File: src/rtl/qerv_timer_pkg.sv
// Shared address map, reset constants and byte-lane merge helper for qerv_timer.
package qerv_timer_pkg;

  localparam logic [2:0] ADR_MTIME_LO    = 3'd0;
  localparam logic [2:0] ADR_MTIME_HI    = 3'd1;
  localparam logic [2:0] ADR_MTIMECMP_LO = 3'd2;
  localparam logic [2:0] ADR_MTIMECMP_HI = 3'd3;
  localparam logic [2:0] ADR_PRESCALE    = 3'd4;

  localparam logic [63:0] MTIMECMP_RST = 64'hFFFF_FFFF_FFFF_FFFF;

  function automatic logic [31:0] wb_merge(input logic [31:0] old,
                                           input logic [31:0] dat,
                                           input logic [3:0]  sel);
    logic [31:0] res;
    res = old;
    for (int i = 0; i < 4; i++) begin
      if (sel[i]) res[8*i +: 8] = dat[8*i +: 8];
    end
    return res;
  endfunction

endpackage

File: src/rtl/qerv_timer_prescaler.sv
// Prescale register and divider counter; o_tick strobes when the counter hits the prescale value.
module qerv_timer_prescaler #(
  parameter RESET_STRATEGY = "MINI"
) (
  input  logic        i_clk,
  input  logic        i_rst,
  input  logic        i_we,
  input  logic [15:0] i_dat,
  input  logic [1:0]  i_sel,
  output logic [15:0] o_prescale,
  output logic        o_tick
);

  localparam bit RST_ALL = (RESET_STRATEGY != "NONE");

  logic [15:0] cnt;

  assign o_tick = (cnt == o_prescale);

  always_ff @(posedge i_clk) begin
    if (i_rst && RST_ALL) begin
      o_prescale <= '0;
      cnt        <= '0;
    end else if (i_we) begin
      if (i_sel[0]) o_prescale[7:0]  <= i_dat[7:0];
      if (i_sel[1]) o_prescale[15:8] <= i_dat[15:8];
      // Restart the division so the new ratio applies from a clean phase
      cnt <= '0;
    end else if (o_tick) begin
      cnt <= '0;
    end else begin
      cnt <= cnt + 16'd1;
    end
  end

endmodule

File: src/rtl/qerv_timer.sv
// Machine timer (mtime/mtimecmp) with a Wishbone classic slave port and level interrupt.
// Optional prescaler at 0x10 enabled by defining QERV_TIMER_PRESCALER_EN.
module qerv_timer
  import qerv_timer_pkg::*;
#(
  parameter RESET_STRATEGY = "MINI"
) (
  input  logic        i_clk,
  input  logic        i_rst,
  input  logic [2:0]  i_wb_adr,
  input  logic [31:0] i_wb_dat,
  input  logic [3:0]  i_wb_sel,
  input  logic        i_wb_we,
  input  logic        i_wb_cyc,
  input  logic        i_wb_stb,
  output logic [31:0] o_wb_rdt,
  output logic        o_wb_ack,
  output logic        o_irq
);

  localparam bit RST_ALL = (RESET_STRATEGY != "NONE");

  logic        acc_p0;
  logic        wr_p0;
  logic [2:0]  adr;
  logic        tick;
  logic [63:0] mtime;
  logic [63:0] mtimecmp;
  logic [31:0] rdata;
  logic        wr_mtime_lo;
  logic        wr_mtime_hi;
  logic        wr_cmp_lo;
  logic        wr_cmp_hi;

  // A request arriving during reset is dropped rather than acked later
  assign acc_p0 = i_wb_cyc & i_wb_stb & ~o_wb_ack & ~i_rst;
  assign wr_p0  = acc_p0 & i_wb_we;

`ifdef QERV_TIMER_PRESCALER_EN
  logic [15:0] prescale;

  assign adr = i_wb_adr;

  qerv_timer_prescaler #(
    .RESET_STRATEGY(RESET_STRATEGY)
  ) u_prescaler (
    .i_clk      (i_clk),
    .i_rst      (i_rst),
    .i_we       (wr_p0 && (adr == ADR_PRESCALE)),
    .i_dat      (i_wb_dat[15:0]),
    .i_sel      (i_wb_sel[1:0]),
    .o_prescale (prescale),
    .o_tick     (tick)
  );
`else
  logic unused_adr;

  // Upper word-address bit is don't-care: 0x10-0x1C alias the four timer registers
  assign unused_adr = i_wb_adr[2];
  assign adr        = {1'b0, i_wb_adr[1:0]};
  assign tick       = 1'b1;
`endif

  assign wr_mtime_lo = wr_p0 && (adr == ADR_MTIME_LO);
  assign wr_mtime_hi = wr_p0 && (adr == ADR_MTIME_HI);
  assign wr_cmp_lo   = wr_p0 && (adr == ADR_MTIMECMP_LO);
  assign wr_cmp_hi   = wr_p0 && (adr == ADR_MTIMECMP_HI);

  always_comb begin
    rdata = '0;
    case (adr)
      ADR_MTIME_LO:    rdata = mtime[31:0];
      ADR_MTIME_HI:    rdata = mtime[63:32];
      ADR_MTIMECMP_LO: rdata = mtimecmp[31:0];
      ADR_MTIMECMP_HI: rdata = mtimecmp[63:32];
`ifdef QERV_TIMER_PRESCALER_EN
      ADR_PRESCALE:    rdata = {16'h0000, prescale};
`endif
      default:         rdata = '0;
    endcase
  end

  // p0 -> p1: acknowledge is the registered accept strobe
  always_ff @(posedge i_clk) begin
    if (i_rst) o_wb_ack <= 1'b0;
    else       o_wb_ack <= acc_p0;
  end

  always_ff @(posedge i_clk) begin
    if (i_rst && RST_ALL) begin
      mtime    <= '0;
      mtimecmp <= MTIMECMP_RST;
      o_irq    <= 1'b0;
      o_wb_rdt <= '0;
    end else begin
      // Any mtime write freezes the whole counter so software sees exactly what it wrote
      if (wr_mtime_lo || wr_mtime_hi) begin
        if (wr_mtime_lo) mtime[31:0]  <= wb_merge(mtime[31:0],  i_wb_dat, i_wb_sel);
        if (wr_mtime_hi) mtime[63:32] <= wb_merge(mtime[63:32], i_wb_dat, i_wb_sel);
      end else if (tick) begin
        mtime <= mtime + 64'd1;
      end
      if (wr_cmp_lo) mtimecmp[31:0]  <= wb_merge(mtimecmp[31:0],  i_wb_dat, i_wb_sel);
      if (wr_cmp_hi) mtimecmp[63:32] <= wb_merge(mtimecmp[63:32], i_wb_dat, i_wb_sel);
      if (acc_p0)    o_wb_rdt        <= rdata;
      o_irq <= (mtime >= mtimecmp);
    end
  end

endmodule

File: config.mk
export PLATFORM = sky130hd
export DESIGN_NAME = qerv_timer
export DESIGN_NICKNAME = d
export VERILOG_FILES = /design/src/rtl/qerv_timer_pkg.sv /design/src/rtl/qerv_timer_prescaler.sv /design/src/rtl/qerv_timer.sv
export SDC_FILE = /design/constraint.sdc
export NUM_CORES = 1
export LEC_CHECK = 0
export BUFFER_PORTS_ARGS = -buffer_cell sky130_fd_sc_hd__buf_2
export CORE_ASPECT_RATIO = 1.1
export CORE_MARGIN = 2
export CORE_UTILIZATION = 50
export CTS_CLUSTER_DIAMETER = 100
export CTS_CLUSTER_SIZE = 14
export DETAILED_ROUTE_END_ITERATION = 10
export HOLD_SLACK_MARGIN = 0.12
export PLACE_DENSITY = 0.65
export SLEW_MARGIN = 20
export SYNTH_ARGS = -nofsm -noshare
export SYNTH_HDL_FRONTEND = slang
export SYNTH_SLANG_ARGS = --single-unit
File: constraint.sdc
create_clock -name i_clk -period 3 [get_ports i_clk]
set_input_delay 0.6 -clock i_clk [delete_from_list [all_inputs] [get_ports i_clk]]
set_output_delay 0.6 -clock i_clk [all_outputs]
set_load 0.03 [all_outputs]
==> results.json, run 1 <==
{
  "yosysWarnings": 0,
  "maxCapViolations": 0,
  "hp-class": "input port to flip-flop",
  "grt_pass1_wl_um": 47000,
  "drive_gt1_share_pct": 17.4,
  "synthTopCellsByArea": "dfxtp_1, ha_1, nand2_1",
  "wl_per_cell_um": 19.3,
  "synth.area.mux_share_pct": 9.01,
  "sw_frac_of_total_pct": 25.1,
  "synth_top_area_cell": "dfxtp_1",
  "coreArea_um2": 19200,
  "critPathRequiredTime_ns": 3.34,
  "cts-root-buf": "clkbuf_16",
  "critPathLaunchType": "flip-flop",
  "yosysSeqAreaShare_pct": 33.1,
  "arrival_ns": 2.94,
  "relSlewSlack_pct": 53.7,
  "ys_ff_latch": 162,
  "synth_fp_nets": 1274,
  "rsz0062_at_grt": "false",
  "grt_antenna_before_repair": 0,
  "synthesis.area_um2": 9810,
  "drc": 0,
  "drv_slew": 0,
  "final-hold-violation-count": 0,
  "postSynthCellCount": 1165,
  "area_delta_synth_final_pct": 14.7,
  "clkLatencyLatePin_ns": 0.44,
  "hold_buffers": 0,
  "seqPwrFrac_pct": 44.0,
  "postCtsSetupBuffers": 0,
  "diodes": 0,
  "grtUsageTotal_pct": 29.3,
  "wl_um": 28900,
  "worst_slew_pin_slew_ns": 0.690,
  "synth_fa_ha_area_share_pct": 8.29,
  "synth_xor_area_share_pct": 1.43,
  "synth_edf_count": 0,
  "gp_congestion": 0.881,
  "hpwl_um": 21000,
  "dieArea_um2": 20700,
  "yosys.area_share.simple_pct": 21.6,
  "setup_violations": 0,
  "grt_pass1_vias": 8739,
  "numPortBuffers": 76,
  "dr_total_vias": 9116,
  "clkTransAtPathRegs_ns": 0.07,
  "synth_top_family_by_area": "simple AND/OR/NAND/NOR gates",
  "drtAntennaViolNets": 0,
  "fin_total_pwr_uw": 5100,
  "htreeDepth": 4,
  "avgSynthCellArea_um2": 8.42,
  "power.switching_uw": 1280,
  "clockPowerShare_pct": 47.4,
  "start_util_pct": 51.2,
  "cts_tree": "built",
  "fin_hold_ws_ns": 0.441,
  "status": "completed",
  "crit_path_end_kind": "flip-flop",
  "pwr-share-comb_pct": 8.6,
  "synth_top_area_share_pct": 33.1,
  "power_density_nw_per_um2": 454,
  "ys.flop_type": "dfxtp_1",
  "rows": 53,
  "setup_tns_ns": 0,
  "grt_overflow": 0,
  "clock_skew_ns": 0.0100,
  "clock_path_buffers": 2,
  "dr.pass1.iters": 5,
  "p_leak_uw": 0.00494,
  "period_minus_slack_ns": 2.60,
  "synth_cell_types": 72,
  "via_per_inst": 6.09,
  "cp_max_fo": 8,
  "path_class": "flip-flop to flip-flop",
  "die-height_um": 151,
  "synth_compound_area_share_pct": 20.8,
  "numCtsBuffers": 17,
  "irDropWorstVdd_mv": 0.380,
  "cts.sinks": 162,
  "io-pin-count": 78,
  "grt_max_degree": 66,
  "fmax_mhz": 384,
  "drtIter0Drc": 728,
  "async_flop_share_pct": 0,
  "nets": 1346,
  "period_share_pct": 86.7,
  "p_int_uw": 3820,
  "die_w_um": 138,
  "cts.repair.resized": 0
}
## logic make-up after synthesis
family,Yosys count
buffers and inverters,145
AND/OR/NAND/NOR,417
flip-flops,162
multiplexers,48
XOR/XNOR,16
AO/OA/AOI/OAI,312
adder cells (fa/ha/maj),65
## flip-flops by register name (all words and copies together) (netlist names)
register  count
mtime        64
mtimecmp     64
o_wb_rdt     32
o_irq         1
o_wb_ack      1
## worst paths after layout
check                                 from                         to  slack [ns]  cells past startpoint
setup / recovery     mtime[0]$_SDFFE_PP0P_     mtime[40]$_SDFFE_PP0P_        0.40                      8
hold / removal                i_wb_dat[21]  mtimecmp[21]$_SDFFE_PP1P_        0.44                      3
setup reg to reg     mtime[0]$_SDFFE_PP0P_     mtime[40]$_SDFFE_PP0P_        0.40                      8
hold reg to reg   o_wb_rdt[7]$_SDFFE_PP0P_   o_wb_rdt[7]$_SDFFE_PP0P_        0.45                      2
## metal layers
layer	vias to the layer above	wire (um)	global-route usage [%]
met5	-	0	0
met1	4366	12900	39.5
met4	0	565	9.38
met3	52	1580	4.59
met2	268	13800	48.0
li1	4430	-	-
## through the flow
step	cells	cell area (um^2)	setup slack, ns	util [%]
4_1_cts	1497	11200	0.426	58.7
2_1_floorplan	1165	9810	0.762	-
5_1_grt	1497	11200	0.194	58.7
3_3_place_gp	1465	10600	0.409	55.3
6_report	1497	11200	0.398	58.7
3_5_place_dp	1465	10600	0.401	55.3
## Yosys cell counts, types with 8 or more instances
cell type / number
buf_1: 10
nand3_1: 36
a21oi_1: 63
o211ai_1: 65
nand4_1: 17
and4_1: 10
mux2i_1: 14
nor3_1: 15
o22ai_1: 14
dfxtp_1: 162
buf_2: 11
a211oi_1: 23
xnor2_1: 13
and3_1: 14
inv_1: 74
mux4_2: 32
nor2_1: 56
o21ai_0: 69
nand2_1: 206
a21o_1: 8
o31ai_1: 8
ha_1: 65
clkbuf_1: 46
a31oi_1: 8
## power by group through the flow
stage	Sequential [uW]	Clock [uW]	Combinational, uW
floorplan	2330	0	223
global placement	2290	0	435
detailed placement	2290	0	439
CTS	2240	2430	441
global route	2250	2530	480
finish	2240	2420	440
## worst max-delay path: stages, from the launching register on
cell and delay, ns:
dfxtp_1 0.50, ha_1 0.25, nand3_2 0.20, nor4_4 0.58, buf_4 0.23, nand4_1 0.20
o21ai_1 0.20, a21oi_1 0.08, nor4_1 0.27
## cells in the final DEF, fill, tap and decap left out, drive strengths merged, types with 4 or more instances in the layout
| cell type | count |
|---|---|
| nand2 | 207 |
| dfxtp | 162 |
| buf | 123 |
| inv | 77 |
| o21ai | 72 |
| o211ai | 65 |
| ha | 65 |
| a21oi | 63 |
| nor2 | 57 |
| nand3 | 40 |
| mux4 | 32 |
| a211oi | 23 |
| nand4 | 22 |
| clkbuf | 20 |
| nor3 | 19 |
| o22ai | 15 |
| nor4 | 15 |
| and3 | 14 |
| mux2i | 14 |
| xnor2 | 13 |
| and4 | 10 |
| o31ai | 8 |
| a31oi | 8 |
| a21o | 8 |
| nand2b | 7 |
| a221oi | 7 |
| and2 | 7 |
| a22oi | 6 |
| or3 | 6 |
| clkinv | 4 |
| a32oi | 4 |
| o21a | 4 |
| nor2b | 4 |
| bufinv | 4 |
## layout make-up
class / instances / area (um^2)
Clock inverter: 12 / 176
Fill cell: 1744 / 7920
Timing Repair Buffer: 123 / 771
Inverter: 75 / 283
Sequential cell: 162 / 3240
Tap cell: 247 / 309
Multi-Input combinational cell: 858 / 6000
Clock buffer: 20 / 467
Power figures use the tool's default switching activity.
==> inputs of run 2 (changes only) <==
--- a/config.mk
+++ b/config.mk
@@ -6,6 +6,8 @@
 export NUM_CORES = 1
 export LEC_CHECK = 0
 export BUFFER_PORTS_ARGS = -buffer_cell sky130_fd_sc_hd__buf_2
+export CELL_PAD_IN_SITES_DETAIL_PLACEMENT = 1
+export CELL_PAD_IN_SITES_GLOBAL_PLACEMENT = 1
 export CORE_ASPECT_RATIO = 1.1
 export CORE_MARGIN = 2
 export CORE_UTILIZATION = 50
@@ -13,7 +15,7 @@
 export CTS_CLUSTER_SIZE = 14
 export DETAILED_ROUTE_END_ITERATION = 10
 export HOLD_SLACK_MARGIN = 0.12
-export PLACE_DENSITY = 0.65
+export PLACE_DENSITY = 0.83
 export SLEW_MARGIN = 20
 export SYNTH_ARGS = -nofsm -noshare
 export SYNTH_HDL_FRONTEND = slang
==> constraint.sdc (replaced) <==
create_clock -name i_clk -period 3.28 [get_ports i_clk]
set_input_delay 0.656 -clock i_clk [delete_from_list [all_inputs] [get_ports i_clk]]
set_output_delay 0.656 -clock i_clk [all_outputs]
set_load 0.03 [all_outputs]
==> results.json, run 2 (synthesized netlist as in run 1, its figures left out) <==
{
  "path_cells": "ha_1 -> nand3_2 -> nor4_4 -> nand4_2 -> nor2_1 -> a311o_1 -> o311a_1",
  "fillCellCount": 2304,
  "critPathRequiredTime_ns": 3.66,
  "drive_gt1_share_pct": 16.4,
  "dr_total_vias": 9604,
  "grt_pass1_wl_um": 52500,
  "area_delta_synth_final_pct": 12.9,
  "gp_congestion": 0.858,
  "grt_max_degree": 66,
  "critPathLaunchType": "flip-flop",
  "worst_slew_pin_slew_ns": 0.811,
  "numCtsBuffers": 17,
  "cts.sinks": 162,
  "gr-max-usage-layer": "met2",
  "grt_overflow": 0,
  "arrival_ns": 3.22,
  "clock_path_buffers": 2,
  "hp-class": "flip-flop to flip-flop",
  "fmax_mhz": 352,
  "fin_hold_ws_ns": 0.452,
  "final_common_cell": "nand2_1",
  "cp_top_family": "simple AND/OR/NAND/NOR gates",
  "dr.pass1.iters": 5,
  "start_util_pct": 51.2,
  "cts-root-buf": "clkbuf_16",
  "setup_tns_ns": 0,
  "grt_pass1_vias": 9590,
  "cts.repair.resized": 0,
  "hold_buffers": 0,
  "rows": 53,
  "via_per_inst": 6.48,
  "irDropWorstVdd_mv": 0.382,
  "wl_per_cell_um": 22.5,
  "drtIter0Drc": 796,
  "io-pin-count": 78,
  "relSlewSlack_pct": 45.6,
  "drv_slew": 0,
  "setup_violations": 0,
  "dieArea_um2": 20700,
  "coreArea_um2": 19200,
  "rsz0062_at_grt": "false",
  "cp_max_fo": 10,
  "period_minus_slack_ns": 2.84,
  "crit_path_end_kind": "flip-flop",
  "grt_antenna_before_repair": 1,
  "grtUsageTotal_pct": 32.9,
  "final_util_pct": 57.7,
  "clock_skew_ns": 0.0148,
  "diodes": 0,
  "reg_top3": "mtime (64), mtimecmp (64), o_wb_rdt (32)",
  "cpMaxStageDelayCell": "nor4_4",
  "grtUsageMet3_pct": 5.39,
  "grtUsageMet1_pct": 42.0,
  "nets": 1332,
  "final-hold-violation-count": 0,
  "path_class": "flip-flop to flip-flop",
  "crit_buf_inv": 0,
  "die-height_um": 151,
  "cts_tree": "built",
  "hpwl_um": 23900,
  "postCtsSetupBuffers": 0,
  "numPortBuffers": 76,
  "clkLatencyLatePin_ns": 0.45,
  "period_share_pct": 86.6,
  "wl_um": 33300,
  "ff2ff_path_depth": 7,
  "status": "completed",
  "maxCapViolations": 0,
  "clkTransAtPathRegs_ns": 0.07,
  "drtAntennaViolNets": 0,
  "htreeDepth": 4,
  "die_w_um": 138,
  "power_density_nw_per_um2": 409,
  "met2_usage_pct": 55.5,
  "max_stage_delay_ns": 0.69,
  "drc": 0,
  "final_cell_mix": "nand2_1, dfxtp_1, buf_2",
  "worst-path-stages": 7,
  "hold_depth": 2,
  "p_leak_uw": 0.00483
}
run 2: changes by cell type in the layout (fill, tap and decap cells not counted):
| cell | before | now |
|---|---|---|
| buf_4 | 44 | 32 |
| inv_8 | 0 | 4 |
| bufinv_16 | 4 | 1 |
| clkbuf_8 | 3 | 0 |
| clkinv_2 | 4 | 1 |
| clkinv_4 | 0 | 3 |
| buf_12 | 3 | 1 |
| clkinv_8 | 0 | 1 |
| inv_6 | 3 | 4 |
run 2: final timing paths:
path	slack, ns	start	endpoint
setup reg to reg	0.44	mtime[0]$_SDFFE_PP0P_	mtime[52]$_SDFFE_PP0P_
hold reg to reg	0.45	o_wb_rdt[10]$_SDFFE_PP0P_	o_wb_rdt[10]$_SDFFE_PP0P_
setup / recovery	0.44	mtime[0]$_SDFFE_PP0P_	mtime[52]$_SDFFE_PP0P_
hold / removal	0.45	o_wb_rdt[10]$_SDFFE_PP0P_	o_wb_rdt[10]$_SDFFE_PP0P_
run 2: tightest hold or removal path, stage by stage (launching register included):
cell and delay, ns:
dfxtp_1 0.31, nand2_1 0.04, o21ai_0 0.05
run 2: final cells by class:
cell class	count	area (um^2)	area share [%]
multi-input cells	858	6000	54.2
flip-flops and latches	162	3240	29.3
repair buffers	109	641	5.79
clock buffers	17	425	3.84
well taps	247	309	2.79
inverters	75	283	2.56
clock inverters	15	168	1.51
run 2: through the flow:
step	power, uW	std cells	setup WS, ns	area [um^2]
detailed placement	2500	1451	0.548	10500
CTS	4520	1483	0.503	11100
finish	4530	1483	0.441	11100
global route	4650	1483	0.303	11100
global placement	2490	1451	0.621	10500
floorplan	2340	1165	0.986	9810
run 2: per-layer routing:
metal	vias to the layer above	wire length (um)
met5	-	0
li1	4394	-
met2	319	16200
met3	68	1880
met1	4823	14200
met4	0	1040
run 2: report_power, final:
| group | switching (uW) | total [uW] | internal, uW |
|---|---|---|---|
| sequential | 46.5 | 2060 | 2010 |
| clock | 976 | 2060 | 1090 |
| combinational | 266 | 408 | 142 |
| total | 1290 | 4530 | 3240 |
==> inputs of run 3 (changes only) <==
--- a/config.mk
+++ b/config.mk
@@ -5,18 +5,20 @@
 export SDC_FILE = /design/constraint.sdc
 export NUM_CORES = 1
 export LEC_CHECK = 0
+export ABC_AREA = 1
 export BUFFER_PORTS_ARGS = -buffer_cell sky130_fd_sc_hd__buf_2
 export CELL_PAD_IN_SITES_DETAIL_PLACEMENT = 1
 export CELL_PAD_IN_SITES_GLOBAL_PLACEMENT = 1
 export CORE_ASPECT_RATIO = 1.1
 export CORE_MARGIN = 2
-export CORE_UTILIZATION = 50
+export CORE_UTILIZATION = 47
 export CTS_CLUSTER_DIAMETER = 100
 export CTS_CLUSTER_SIZE = 14
 export DETAILED_ROUTE_END_ITERATION = 10
 export HOLD_SLACK_MARGIN = 0.12
-export PLACE_DENSITY = 0.83
+export PLACE_DENSITY = 0.84
 export SLEW_MARGIN = 20
 export SYNTH_ARGS = -nofsm -noshare
 export SYNTH_HDL_FRONTEND = slang
+export SYNTH_HIERARCHICAL = 1
 export SYNTH_SLANG_ARGS = --single-unit
==> results.json, run 3 <==
{
  "yosysSeqAreaShare_pct": 31.1,
  "drc": 0,
  "die-height_um": 160,
  "crit_path_end_kind": "flip-flop",
  "area_delta_synth_final_pct": 12.3,
  "synth_cell_types": 37,
  "maxCapViolations": 0,
  "dr_total_vias": 11554,
  "irDropWorstVdd_mv": 0.307,
  "start_util_pct": 47.5,
  "fin_total_pwr_uw": 4620,
  "postSynthCellCount": 1634,
  "cp_common_cell": "nand2_1",
  "path_cells": "nand2_1 -> nor2_1 -> nand2_1 -> nor2_2 -> nand2_1 -> nor2_1 -> nand3b_1 -> nand2_1 -> nand2_1 -> a21oi_1",
  "clkLatencyLatePin_ns": 0.44,
  "yosysWarnings": 6,
  "max_stage_delay_ns": 0.57,
  "synth_fp_nets": 1743,
  "nets": 1801,
  "clock_skew_ns": 0.0129,
  "stdcell_count": 1999,
  "status": "completed",
  "grt_max_degree": 69,
  "hpwl_um": 29900,
  "die_w_um": 146,
  "drtAntennaViolNets": 0,
  "avgSynthCellArea_um2": 6.39,
  "critPathRequiredTime_ns": 3.65,
  "dr_wl_met2_um": 19500,
  "hold_buffers": 0,
  "final_cell_mix": "nand2_1, nor2_1, dfxtp_1",
  "synth_top_area_cell": "dfxtp_1",
  "path_class": "flip-flop to flip-flop",
  "reg_top3": "mtime (64), mtimecmp (64), o_wb_rdt (32)",
  "setup_ws_ns": 0.732,
  "clock_path_buffers": 2,
  "cts.repair.resized": 0,
  "cts_tree": "built",
  "dieArea_um2": 23400,
  "cpMaxStageDelayCell": "dfxtp_1",
  "coreArea_um2": 22000,
  "cp_max_fo": 9,
  "period_minus_slack_ns": 2.55,
  "grtUsageTotal_pct": 34.1,
  "final_common_cell": "nand2_1",
  "wl_um": 39700,
  "period_share_pct": 77.7,
  "postCtsSetupBuffers": 0,
  "synth_commonest_cells": "nand2_1, nor2_1, dfxtp_1",
  "grt_antenna_before_repair": 0,
  "cts.sinks": 162,
  "clkTransAtPathRegs_ns": 0.08,
  "cp_top_family": "simple AND/OR/NAND/NOR gates",
  "fmax_mhz": 392,
  "ys.flop_type": "dfxtp_1",
  "critPathLaunchType": "flip-flop",
  "worst_slew_pin_slew_ns": 0.912,
  "preCtsSetupSlack_ns": 0.498,
  "io-pin-count": 78,
  "m1WireLength_um": 16700,
  "cts-root-buf": "clkbuf_16",
  "numPortBuffers": 76,
  "synth_top_area_share_pct": 31.1,
  "via_per_inst": 5.78,
  "numCtsBuffers": 17,
  "crit_buf_inv": 0,
  "gp_congestion": 1.02,
  "synth.most_common_cell": "nand2_1",
  "arrival_ns": 2.92,
  "htreeDepth": 4,
  "rows": 57,
  "grt_overflow": 0,
  "synthTopCellsByArea": "dfxtp_1, nand2_1, ha_1",
  "synthesis.area_um2": 10400,
  "placed_cells": 1968,
  "grt_pass1_wl_um": 63200,
  "wl_per_cell_um": 19.9,
  "relSlewSlack_pct": 39.2,
  "grt_pass1_vias": 11913,
  "p_leak_uw": 0.00527,
  "ys_ff_latch": 162,
  "hp-class": "input port to flip-flop",
  "async_flop_share_pct": 0,
  "drtIter0Drc": 757,
  "rsz0062_at_grt": "false",
  "drv_slew": 0,
  "synth_edf_count": 0,
  "setup_tns_ns": 0,
  "drive_gt1_share_pct": 8.45,
  "diodes": 0,
  "top_layer": "met4",
  "setup_violations": 0,
  "met3_length_um": 1540,
  "dr.pass1.iters": 5,
  "power_density_nw_per_um2": 394,
  "final-hold-violation-count": 0
}
[run 3: changes by cell type after synthesis, moves of 12 or more]
cell / before / now
a21oi_1: 63 / 127
o21ai_0: 69 / 120
nand2_1: 206 / 520
and3_1: 14 / 0
nor2_1: 56 / 195
o22ai_1: 14 / 2
mux2i_1: 14 / 0
mux4_2: 32 / 0
a211oi_1: 23 / 0
inv_1: 74 / 160
o2111ai_1: 0 / 31
[run 3: routing by layer]
metal	track usage (%)	vias up
li1	-	5519
met1	40.8	5615
met2	59.6	313
met3	4.91	107
met4	17.6	0
met5	0	-
[run 3: worst paths after layout]
| path | start | end | slack, ns | cells after the start |
|---|---|---|---|---|
| max reg2reg | mtime[2]$_SDFFE_PP0P_ | mtime[53]$_SDFFE_PP0P_ | 0.73 | 10 |
| min reg2reg | o_wb_rdt[17]$_SDFFE_PP0P_ | o_wb_rdt[17]$_SDFFE_PP0P_ | 0.46 | 2 |
| min | i_wb_dat[20] | mtimecmp[52]$_SDFFE_PP1P_ | 0.45 | 3 |
| max | mtime[2]$_SDFFE_PP0P_ | mtime[53]$_SDFFE_PP0P_ | 0.73 | 10 |
[run 3: cell families (layout without fill, tap and decap cells)]
kind of cell	after synthesis	count (layout)	share of synthesized area (%)
buffers and inverters	220	290	8.24
adders and majority gates	65	65	7.79
xor gates and xnor gates	28	28	2.35
DFF	162	162	31.1
and+or+nand+nor	798	798	30.2
AOI/OAI and AO/OA	361	361	20.3
[run 3: area by class of cell]
type,instances,area [um^2]
clock buffer,18,439
timing repair buffer,98,571
tap,295,369
inverter,161,607
sequential,162,3240
clock inverter,13,150
multi-input combinational,1252,6340
fill,3092,10200
[run 3: worst reg2reg max path, cell delays in order (launching register included)]
cell and delay (ns):
dfxtp_1 0.57, nand2_1 0.11, nor2_1 0.28, nand2_1 0.14
nor2_2 0.36, nand2_1 0.19, nor2_1 0.42, nand3b_1 0.13
nand2_1 0.10, nand2_1 0.05, a21oi_1 0.14
[run 3: where the power goes]
group | switching (uW) | internal (uW)
clock | 938 | 1150
combinational | 295 | 138
sequential | 72.7 | 2020
[run 3: metrics by stage]
stage | cell area (um^2) | hold slack, ns | utilization [%]
5_1_grt | 11700 | 0.476 | 53.4
2_1_floorplan | 10400 | 0.471 | -
3_3_place_gp | 11100 | 0.450 | 50.7
4_1_cts | 11700 | 0.450 | 53.4
3_5_place_dp | 11100 | 0.458 | 50.7
6_report | 11700 | 0.454 | 53.4
